--- config.mk ---
export PLATFORM = sky130hd
export DESIGN_NAME = load_store_unit
export DESIGN_NICKNAME = d
export VERILOG_FILES = /design/src/rtl/load_store_unit.sv
export SDC_FILE = /design/constraint.sdc
export NUM_CORES = 1
export LEC_CHECK = 0
export ABC_AREA = 0
export BUFFER_PORTS_ARGS = -buffer_cell sky130_fd_sc_hd__buf_2
export CORE_MARGIN = 3
export CORE_UTILIZATION = 52
export CTS_CLUSTER_SIZE = 10
export DETAILED_ROUTE_END_ITERATION = 10
export PLACE_DENSITY = 0.87
export RECOVER_POWER = 50
export SLEW_MARGIN = 30
export SYNTH_ARGS = -nofsm -noshare
export SYNTH_HDL_FRONTEND = slang
export SYNTH_SLANG_ARGS = --single-unit
--- constraint.sdc ---
create_clock -name clk -period 2.3 [get_ports clk]
set_clock_uncertainty 0.05 [all_clocks]
set_input_delay 0.46 -clock clk [delete_from_list [all_inputs] [get_ports clk]]
set_output_delay 0.46 -clock clk [all_outputs]
set_load 0.01 [all_outputs]
--- src/rtl/load_store_unit.sv ---
// Load/store memory stage: turns an ALU effective address into a word-addressed
// memory request/ready handshake and returns extended load data with a done pulse.
module load_store_unit #(
  parameter int TIMEOUT = 16
) (
  input  logic        clk,
  input  logic        rst_n,
  input  logic        start,
  input  logic        is_store,
  input  logic [2:0]  func3,
  input  logic [31:0] addr,
  input  logic [31:0] store_data,
  output logic        busy,
  output logic        done,
  output logic        err,
  output logic [1:0]  err_code,
  output logic [31:0] load_data,
  output logic        mem_req,
  output logic        mem_we,
  output logic [31:0] mem_addr,
  output logic [31:0] mem_wdata,
  output logic [3:0]  mem_wstrb,
  input  logic        mem_ready,
  input  logic [31:0] mem_rdata
);

  typedef enum logic [1:0] {S_IDLE, S_REQ, S_DONE} state_t;

  localparam logic [31:0] LP_TO_LAST = 32'(TIMEOUT - 1);
  localparam bit          LP_TO_EN   = (TIMEOUT != 0);

  state_t      r_state;
  state_t      w_next;
  logic        r_is_store;
  logic [2:0]  r_func3;
  logic [31:0] r_addr;
  logic [31:0] r_sdata;
  logic [31:0] r_cnt;
  logic [1:0]  r_err_code;
  logic [31:0] r_load_data;

  logic        w_illegal;
  logic        w_misalign;
  logic        w_timeout;
  logic [7:0]  w_byte;
  logic [15:0] w_half;
  logic [31:0] w_load_ext;
  logic [31:0] w_wdata;
  logic [3:0]  w_wstrb;

  // Request checks are made on the live inputs so errors skip REQ entirely.
  assign w_illegal  = is_store ? (func3[2] | (func3[1:0] == 2'b11))
                               : ((func3 == 3'b011) | (func3[2:1] == 2'b11));
  assign w_misalign = ((func3[1:0] == 2'b01) & addr[0]) |
                      ((func3[1:0] == 2'b10) & (addr[1:0] != 2'b00));
  assign w_timeout  = LP_TO_EN && (r_cnt == LP_TO_LAST) && !mem_ready;

  always_ff @(posedge clk or negedge rst_n) begin
    if (!rst_n) r_state <= S_IDLE;
    else        r_state <= w_next;
  end

  always_comb begin
    w_next = r_state;
    case (r_state)
      S_IDLE: if (start) w_next = (w_illegal || w_misalign) ? S_DONE : S_REQ;
      S_REQ:  if (mem_ready || w_timeout) w_next = S_DONE;
      S_DONE: w_next = S_IDLE;
      default: w_next = S_IDLE;
    endcase
  end

  always_comb begin
    w_byte = mem_rdata[{r_addr[1:0], 3'b000} +: 8];
    w_half = r_addr[1] ? mem_rdata[31:16] : mem_rdata[15:0];
    case (r_func3)
      3'b000:  w_load_ext = {{24{w_byte[7]}}, w_byte};
      3'b001:  w_load_ext = {{16{w_half[15]}}, w_half};
      3'b100:  w_load_ext = {24'd0, w_byte};
      3'b101:  w_load_ext = {16'd0, w_half};
      default: w_load_ext = mem_rdata;
    endcase
  end

  always_comb begin
    case (r_func3[1:0])
      2'b00: begin
        w_wstrb = 4'b0001 << r_addr[1:0];
        w_wdata = {4{r_sdata[7:0]}};
      end
      2'b01: begin
        w_wstrb = r_addr[1] ? 4'b1100 : 4'b0011;
        w_wdata = {2{r_sdata[15:0]}};
      end
      default: begin
        w_wstrb = 4'b1111;
        w_wdata = r_sdata;
      end
    endcase
  end

  always_ff @(posedge clk or negedge rst_n) begin
    if (!rst_n) begin
      r_is_store  <= 1'b0;
      r_func3     <= 3'd0;
      r_addr      <= 32'd0;
      r_sdata     <= 32'd0;
      r_cnt       <= 32'd0;
      r_err_code  <= 2'b00;
      r_load_data <= 32'd0;
    end else begin
      case (r_state)
        S_IDLE: begin
          r_cnt <= 32'd0;
          if (start) begin
            r_is_store <= is_store;
            r_func3    <= func3;
            r_addr     <= addr;
            r_sdata    <= store_data;
            r_err_code <= w_illegal ? 2'b11 : (w_misalign ? 2'b01 : 2'b00);
          end
        end
        S_REQ: begin
          // A response arriving on the timeout edge still completes the access.
          if (mem_ready) begin
            r_err_code <= 2'b00;
            if (!r_is_store) r_load_data <= w_load_ext;
          end else begin
            r_cnt <= r_cnt + 32'd1;
            if (w_timeout) r_err_code <= 2'b10;
          end
        end
        default: r_cnt <= 32'd0;
      endcase
    end
  end

  assign busy      = (r_state != S_IDLE);
  assign done      = (r_state == S_DONE);
  assign err       = done && (r_err_code != 2'b00);
  assign err_code  = done ? r_err_code : 2'b00;
  assign load_data = r_load_data;
  assign mem_req   = (r_state == S_REQ);
  assign mem_we    = mem_req & r_is_store;
  assign mem_addr  = mem_req ? {r_addr[31:2], 2'b00} : 32'd0;
  assign mem_wdata = mem_we ? w_wdata : 32'd0;
  assign mem_wstrb = mem_we ? w_wstrb : 4'b0000;

endmodule
==> flow_metrics.py, run 1 <==
metrics = {
    "hold_path": {
        "hold_path_startpoint": "store_data[2]",
        "min_path_cells": 2,
        "timing.hold.worst_endpoint": "r_sdata[2]",
        "worst_min_delay_path_class": "primary input to flop",
    },
    "floorplanning": {
        "horizontal_die_dimension_um": 122,
        "num_rows": 41,
        "initial_core_util": 0.543,
        "die_height_um": 122,
        "boundary_pins": 211,
        "full_die_area_mm2": 0.0149,
        "core_mm2": 0.0129,
    },
    "power": {
        "power_density_mw_per_mm2": 1020,
        "vdd_ir_drop_max_v": 0.000661,
        "p_leak_nw": 4.15,
    },
    "final_layout": {
        "final-instance-count-excl-fill": 1108,
        "drive_above_1_share": 0.343,
        "syn2layout_area_growth_pct": 27.1,
        "finish.net_count": 1026,
    },
    "clocking": {
        "path_clk_slew_ps": 60,
        "numCtsBuffers": 17,
        "clock_tree.buffer_depth": 2,
        "insertion_delay_ps": 420,
        "cts_tree": "done",
        "cts-root-buf": "clkbuf_16",
        "clock_sink_count": 136,
        "h_tree_levels": 4,
    },
    "detailed_routing": {
        "drt-pass1-iter-count": 5,
        "vias_per_cell": 5.85,
        "routed_wire_length_per_instance_um": 18.5,
        "drcViolationCount": 0,
        "drt-total-wl_mm": 20.5,
        "number_of_drc_markers_after_the_initial_detailed_route_iteration": 541,
        "route.vias.total": 6477,
        "ant_nets": 0,
    },
    "logic_synthesis": {
        "ys.warnings.count": 0,
        "syn-instance-count": 713,
        "distinct_cell_type_count_of_the_synthesized_netlist": 55,
        "synth-async-reset-ratio": 1.00,
        "synth-main-ff-cell": "dfrtp_1",
        "netlist_top_cells_area": "dfrtp_1 49%, mux2_2 11%, a21oi_1 4.9%",
        "synthSimpleGateAreaFrac": 0.205,
        "netlist_area_mm2": 0.00699,
        "post_synth.cell_area_avg_um2": 9.81,
        "synthXorXnorAreaFrac": 0.0163,
        "netlist.area_leader.share": 0.487,
        "synth_area_in_adders": 0.00179,
        "synthMuxAreaShare": 0.134,
        "synth_compound_area_frac": 0.122,
        "largest_family_of_logic_cells_by_synthesized_area": "simple AND/OR/NAND/NOR gates",
        "netlist.top_cell.by_area": "dfrtp_1",
        "post_synth_edffs": 0,
        "synth.yosys.seq_area_share": 0.487,
        "ys_ff_latch": 136,
    },
    "global_route": {
        "grt_antenna_before_repair": 2,
        "grt_first_pass_wirelength_mm": 32.4,
        "vias_in_the_first_global_route": 6459,
        "maximum_number_of_pins_on_one_net_before_global_route_repair": 57,
        "globalRouteOverflowTotal": 0,
        "grt_use_total": 0.279,
    },
    "worst_setup_path": {
        "crit_required_ps": 1790,
        "worst_setup_path_end_kind": "output port",
        "worst-endpoint-arrival_ps": 1710,
        "rr_endpoint": "r_cnt[27]",
        "setup.reg_to_reg.worst_slack_ps": 190,
        "critical_path.max_fanout": 29,
        "timing.setup.critical_path_class": "flop to output port",
        "crit-reg2reg-launch": "r_cnt[2]",
        "slowest_stage": "dfrtp_1",
        "timing.reg2reg.worst_path_depth": 4,
        "cp_cell_sequence": "nand2b_1, inv_2, nand2_1, buf_8, a21oi_1, buf_2",
        "worst_setup_start_kind": "flop",
        "critPathMaxStageDelay_ps": 440,
    },
    "timing": {
        "timing_worst_slew_pin_value_ps": 1200,
        "final_period_minus_worst_setup_slack_ps": 2220,
        "max_clock_freq_mhz": 450,
        "finalHoldViolations": 0,
        "fin_crit_sh": 0.966,
        "tns_ps": 0,
        "timing_max_transition_violations_final": 0,
        "worst_slew_margin_rel": 0.197,
        "setup_violations": 0,
    },
    "placement": {
        "hpwl_mm": 14.0,
        "port_buffers": 208,
        "placed_cells": 1071,
        "gp_congestion": 0.894,
    },
    "run": {
        "drv_cap": 0,
    },
    "run_status": {
        "run_status": "complete, no violations",
    },
}
## final cells by class
type                    instances  area, um^2
well taps                     172         215
flip-flops and latches        136        3400
multi-input cells             518        3360
diodes                          2        5.00
clock inverters                11         146
inverters                      10        41.3
fillers                       931        3990
repair buffers                238        1250
clock buffers                  21         460
## critical path, delay by kind of cell, from the launching register on
kind	cells	cell delay, ps
DFF	1	440
AOI/OAI and AO/OA	1	160
buffers and inverters	3	490
and+or+nand+nor	2	200
## worst max path at each step
stage                from             to  slack [ps]  depth (start not counted)
3_3_place_gp    mem_ready      r_cnt[31]         180                          5
2_1_floorplan  r_state[1]  mem_wdata[24]         180                          7
3_5_place_dp    mem_ready      r_cnt[31]         120                          5
4_1_cts        r_func3[0]  mem_wdata[11]          10                          6
5_1_grt        r_func3[0]   mem_wdata[8]          -1                          6
6_report       r_state[0]  mem_wdata[11]          80                          6
## cells by family after synthesis
group           count (synthesis)
other cells                     1
simple gates                  273
xor+xnor                       13
compound gates                145
fa+ha+maj                       1
buf+inv                        60
flops                         136
mux                            84
## cell usage in the layout (no fill, tap or decap), types with 3 or more instances in the layout
| cell | Yosys | layout |
|---|---|---|
| a21o_1 | 7 | 7 |
| a21oi_1 | 68 | 68 |
| a221oi_1 | 3 | 3 |
| a22oi_1 | 7 | 7 |
| a31oi_1 | 3 | 3 |
| a41o_1 | 3 | 3 |
| and2_1 | 31 | 31 |
| and3_1 | 12 | 11 |
| and4_1 | 5 | 5 |
| buf_2 | 1 | 174 |
| buf_4 | 2 | 19 |
| buf_6 | 1 | 4 |
| bufinv_16 | 0 | 3 |
| clkbuf_1 | 40 | 37 |
| clkbuf_16 | 0 | 17 |
| clkinv_2 | 0 | 3 |
| clkinvlp_4 | 0 | 3 |
| dfrtp_1 | 136 | 135 |
| inv_1 | 9 | 8 |
| mux2_2 | 66 | 66 |
| mux2i_1 | 17 | 17 |
| nand2_1 | 59 | 59 |
| nand2b_1 | 12 | 12 |
| nand3_1 | 16 | 16 |
| nand3b_1 | 3 | 3 |
| nand4_1 | 8 | 8 |
| nor2_1 | 69 | 68 |
| nor3_1 | 4 | 4 |
| nor4_1 | 10 | 10 |
| o21ai_0 | 33 | 33 |
| o31ai_1 | 12 | 12 |
| or2_2 | 10 | 10 |
| or3_1 | 15 | 15 |
| or4_1 | 8 | 7 |
| xnor2_1 | 7 | 7 |
| xor2_1 | 6 | 6 |
## timing repair
| item | CTS | global route |
|---|---|---|
| endpoints found under the hold margin | 45 | 0 |
| hold buffers | 1 | 0 |
| endpoints found under the setup margin | 48 | 14 |
| setup buffers | 1 | 1 |
| resized for setup | 4 | 7 |
## flip-flops by register name (all words and copies together), names as in the netlist
signal and flops:
r_state 2, r_is_store 1, r_sdata 32, r_cnt 32, r_addr 32, load_data 32, r_err_code 2, r_func3 3
## report_power, final
group	total (W)	internal (W)	leakage, nW	switching, W
clock network	0.00280	0.00176	0.293	0.00103
registers	0.00358	0.00307	1.67	0.000509
logic	0.00264	0.00118	2.19	0.00147
total	0.00902	0.00602	4.15	0.00301
## per-layer routing
layer	routed length, um	vias to the layer above	GRT usage
met1	7710	3120	0.330
met5	0	-	0
met3	1880	73	0.0812
met2	10200	342	0.471
met4	786	0	0.128
li1	-	2942	-
## cell usage after synthesis (15+ instances only)
library cell / number
a21oi_1: 68
and2_1: 31
clkbuf_1: 40
dfrtp_1: 136
mux2_2: 66
mux2i_1: 17
nand2_1: 59
nand3_1: 16
nor2_1: 69
o21ai_0: 33
or3_1: 15
## metrics by stage
stage | power (W) | util | hold slack (ps) | area (um^2) | setup WS, ps
2_1_floorplan | 0.00517 | - | 114 | 7000 | 180
3_3_place_gp | 0.00610 | 0.644 | 372 | 8290 | 179
3_5_place_dp | 0.00623 | 0.644 | 374 | 8290 | 122
4_1_cts | 0.00908 | 0.693 | 206 | 8930 | 10.2
5_1_grt | 0.00947 | 0.690 | 215 | 8880 | -1.35
6_report | 0.00902 | 0.690 | 217 | 8880 | 78.4
Note: power is estimated with default switching activity, not from simulation.
==> run 2: changes to the inputs <==
Settings changed: SETUP_SLACK_MARGIN set to 0.2.
==> flow_metrics.py, run 2 (synthesis gave the netlist of run 1 again) <==
metrics = {
    "floorplanning": {
        "boundary_pins": 211,
        "initial_core_util": 0.543,
        "core_mm2": 0.0129,
        "num_rows": 41,
        "horizontal_die_dimension_um": 122,
        "full_die_area_mm2": 0.0149,
        "die_height_um": 122,
    },
    "final_layout": {
        "finish.net_count": 1050,
        "n_fill_cell": 661,
        "syn2layout_area_growth_pct": 41.9,
        "drive_above_1_share": 0.473,
        "mostFrequentLayoutCells": "161 x buf_2, 130 x dfrtp_1, 66 x mux2_2",
        "final_common_cell": "buf_2",
        "final-instance-count-excl-fill": 1133,
        "final_core_utilization": 0.771,
    },
    "detailed_routing": {
        "ant_nets": 0,
        "drcViolationCount": 0,
        "drt-total-wl_mm": 27.8,
        "vias_per_cell": 6.51,
        "drt-pass1-iter-count": 6,
        "routed_wire_length_per_instance_um": 24.5,
        "number_of_drc_markers_after_the_initial_detailed_route_iteration": 1010,
        "route.vias.total": 7376,
    },
    "timing": {
        "final_period_minus_worst_setup_slack_ps": 2470,
        "tns_ps": -757,
        "fin_crit_sh": 1.07,
        "finalHoldViolations": 0,
        "timing_worst_slew_pin_value_ps": 1330,
        "worst_slew_margin_rel": 0.112,
        "unrepaired_setup_endpoints_after_global_routing": "true",
        "timing_max_transition_violations_final": 0,
        "fin_ws_ps": -172,
        "max_clock_freq_mhz": 405,
        "setup_violations": 9,
    },
    "worst_setup_path": {
        "worst_setup_path_end_kind": "flop",
        "worst_setup_start_kind": "flop",
        "crit_required_ps": 2560,
        "worst-endpoint-arrival_ps": 2730,
        "timing.setup.critical_path_class": "flop to flop",
        "timing.reg2reg.worst_path_depth": 5,
        "critical_path.max_fanout": 4,
        "crit-reg2reg-launch": "r_cnt[0]",
        "crit_start": "r_cnt[0]",
    },
    "power": {
        "power_density_mw_per_mm2": 1020,
        "net-switching-power_w": 0.00363,
        "cell_internal_power_w": 0.00654,
        "p_leak_nw": 4.52,
        "sequentialPowerShare": 0.366,
        "power.share.switching": 0.357,
        "combPwrFrac": 0.346,
        "vdd_ir_drop_max_v": 0.00113,
        "p_clk_frac": 0.288,
    },
    "clocking": {
        "path_clk_slew_ps": 70,
        "cts-root-buf": "clkbuf_16",
        "clock_tree.buffer_depth": 2,
        "cts_tree": "done",
        "numCtsBuffers": 17,
        "insertion_delay_ps": 420,
        "clock_sink_count": 136,
        "h_tree_levels": 4,
    },
    "global_route": {
        "grt_antenna_before_repair": 3,
        "globalRouteOverflowTotal": 0,
        "grt_use_total": 0.287,
        "vias_in_the_first_global_route": 6595,
        "grt_first_pass_wirelength_mm": 33.6,
        "maximum_number_of_pins_on_one_net_before_global_route_repair": 72,
    },
    "run_status": {
        "failed_checks": "negative setup slack",
        "run_status": "finished with violations",
    },
    "placement": {
        "placed_cells": 1071,
        "preCtsSetupSlack_ps": 39.2,
        "gp_congestion": 0.856,
        "hpwl_mm": 13.8,
        "port_buffers": 208,
    },
    "hold_path": {
        "min_path_cells": 2,
        "worst_min_delay_path_class": "primary input to flop",
        "hold_path_startpoint": "store_data[18]",
    },
    "run": {
        "drv_cap": 0,
    },
}
## run 2: cell types whose count changed in the layout (fill, tap and decap cells not counted), sizes merged
cell    delta
buf       +56
clkbuf    -30
diode      +3
clkinv     -2
inv        -2
## run 2: power by group through the flow
| stage | Clock (W) | Combinational (W) | Sequential (W) |
|---|---|---|---|
| floorplan | 0 | 0.00162 | 0.00355 |
| global placement | 0 | 0.00256 | 0.00355 |
| detailed placement | 0 | 0.00264 | 0.00358 |
| CTS | 0.00287 | 0.00285 | 0.00354 |
| global route | 0.00302 | 0.00372 | 0.00376 |
| finish | 0.00293 | 0.00352 | 0.00372 |
## run 2: worst max-delay path, stage by stage (launching register included)
cell      delay [ps]
dfrtp_1          450
ha_1             300
nor4b_1          610
nand4_1          250
or2_2            380
a221oi_1         320
## run 2: routing by layer
layer,global-route usage,wire length (um),vias up
li1,-,-,2997
met1,0.345,9570,3499
met2,0.476,13100,686
met3,0.0938,3300,194
met4,0.119,1850,0
met5,0,0,-
## run 2: layout make-up
| type | count | area [um^2] | area share |
|---|---|---|---|
| clock buffer | 23 | 498 | 0.0502 |
| timing repair buffer | 262 | 1950 | 0.197 |
| inverter | 10 | 52.6 | 0.00530 |
| multi-input combinational | 518 | 3660 | 0.369 |
| sequential | 136 | 3410 | 0.344 |
| tap | 172 | 215 | 0.0217 |
| clock inverter | 7 | 116 | 0.0117 |
| antenna | 5 | 12.5 | 0.00126 |
## run 2: what timing repair did
item | 4_1_cts | 5_1_grt
hold buffers | 1 | 0
resized for setup | 37 | 139
endpoints found under the hold margin | 45 | 0
pin swaps | 0 | 34
buffers inserted | 10 | 9
setup endpoints to repair | 68 | 78
cloned | 2 | 5
## run 2: through the flow
stage	cell area (um^2)	total power, W	hold WS (ps)
after floorplan	7000	0.00517	114
after global placement	8290	0.00611	374
after detailed placement	8290	0.00621	373
after CTS	9160	0.00925	209
after global routing	9920	0.0105	211
final	9920	0.0102	212
## run 2: final timing paths
check / end / slack, ps
min: r_sdata[18] / 210
max: r_state[1] / -170
min in group asynchronous: r_sdata[18] / 820
min reg2reg: load_data[4] / 420
max reg2reg: r_state[1] / -170
max in group asynchronous: r_addr[5] / 290
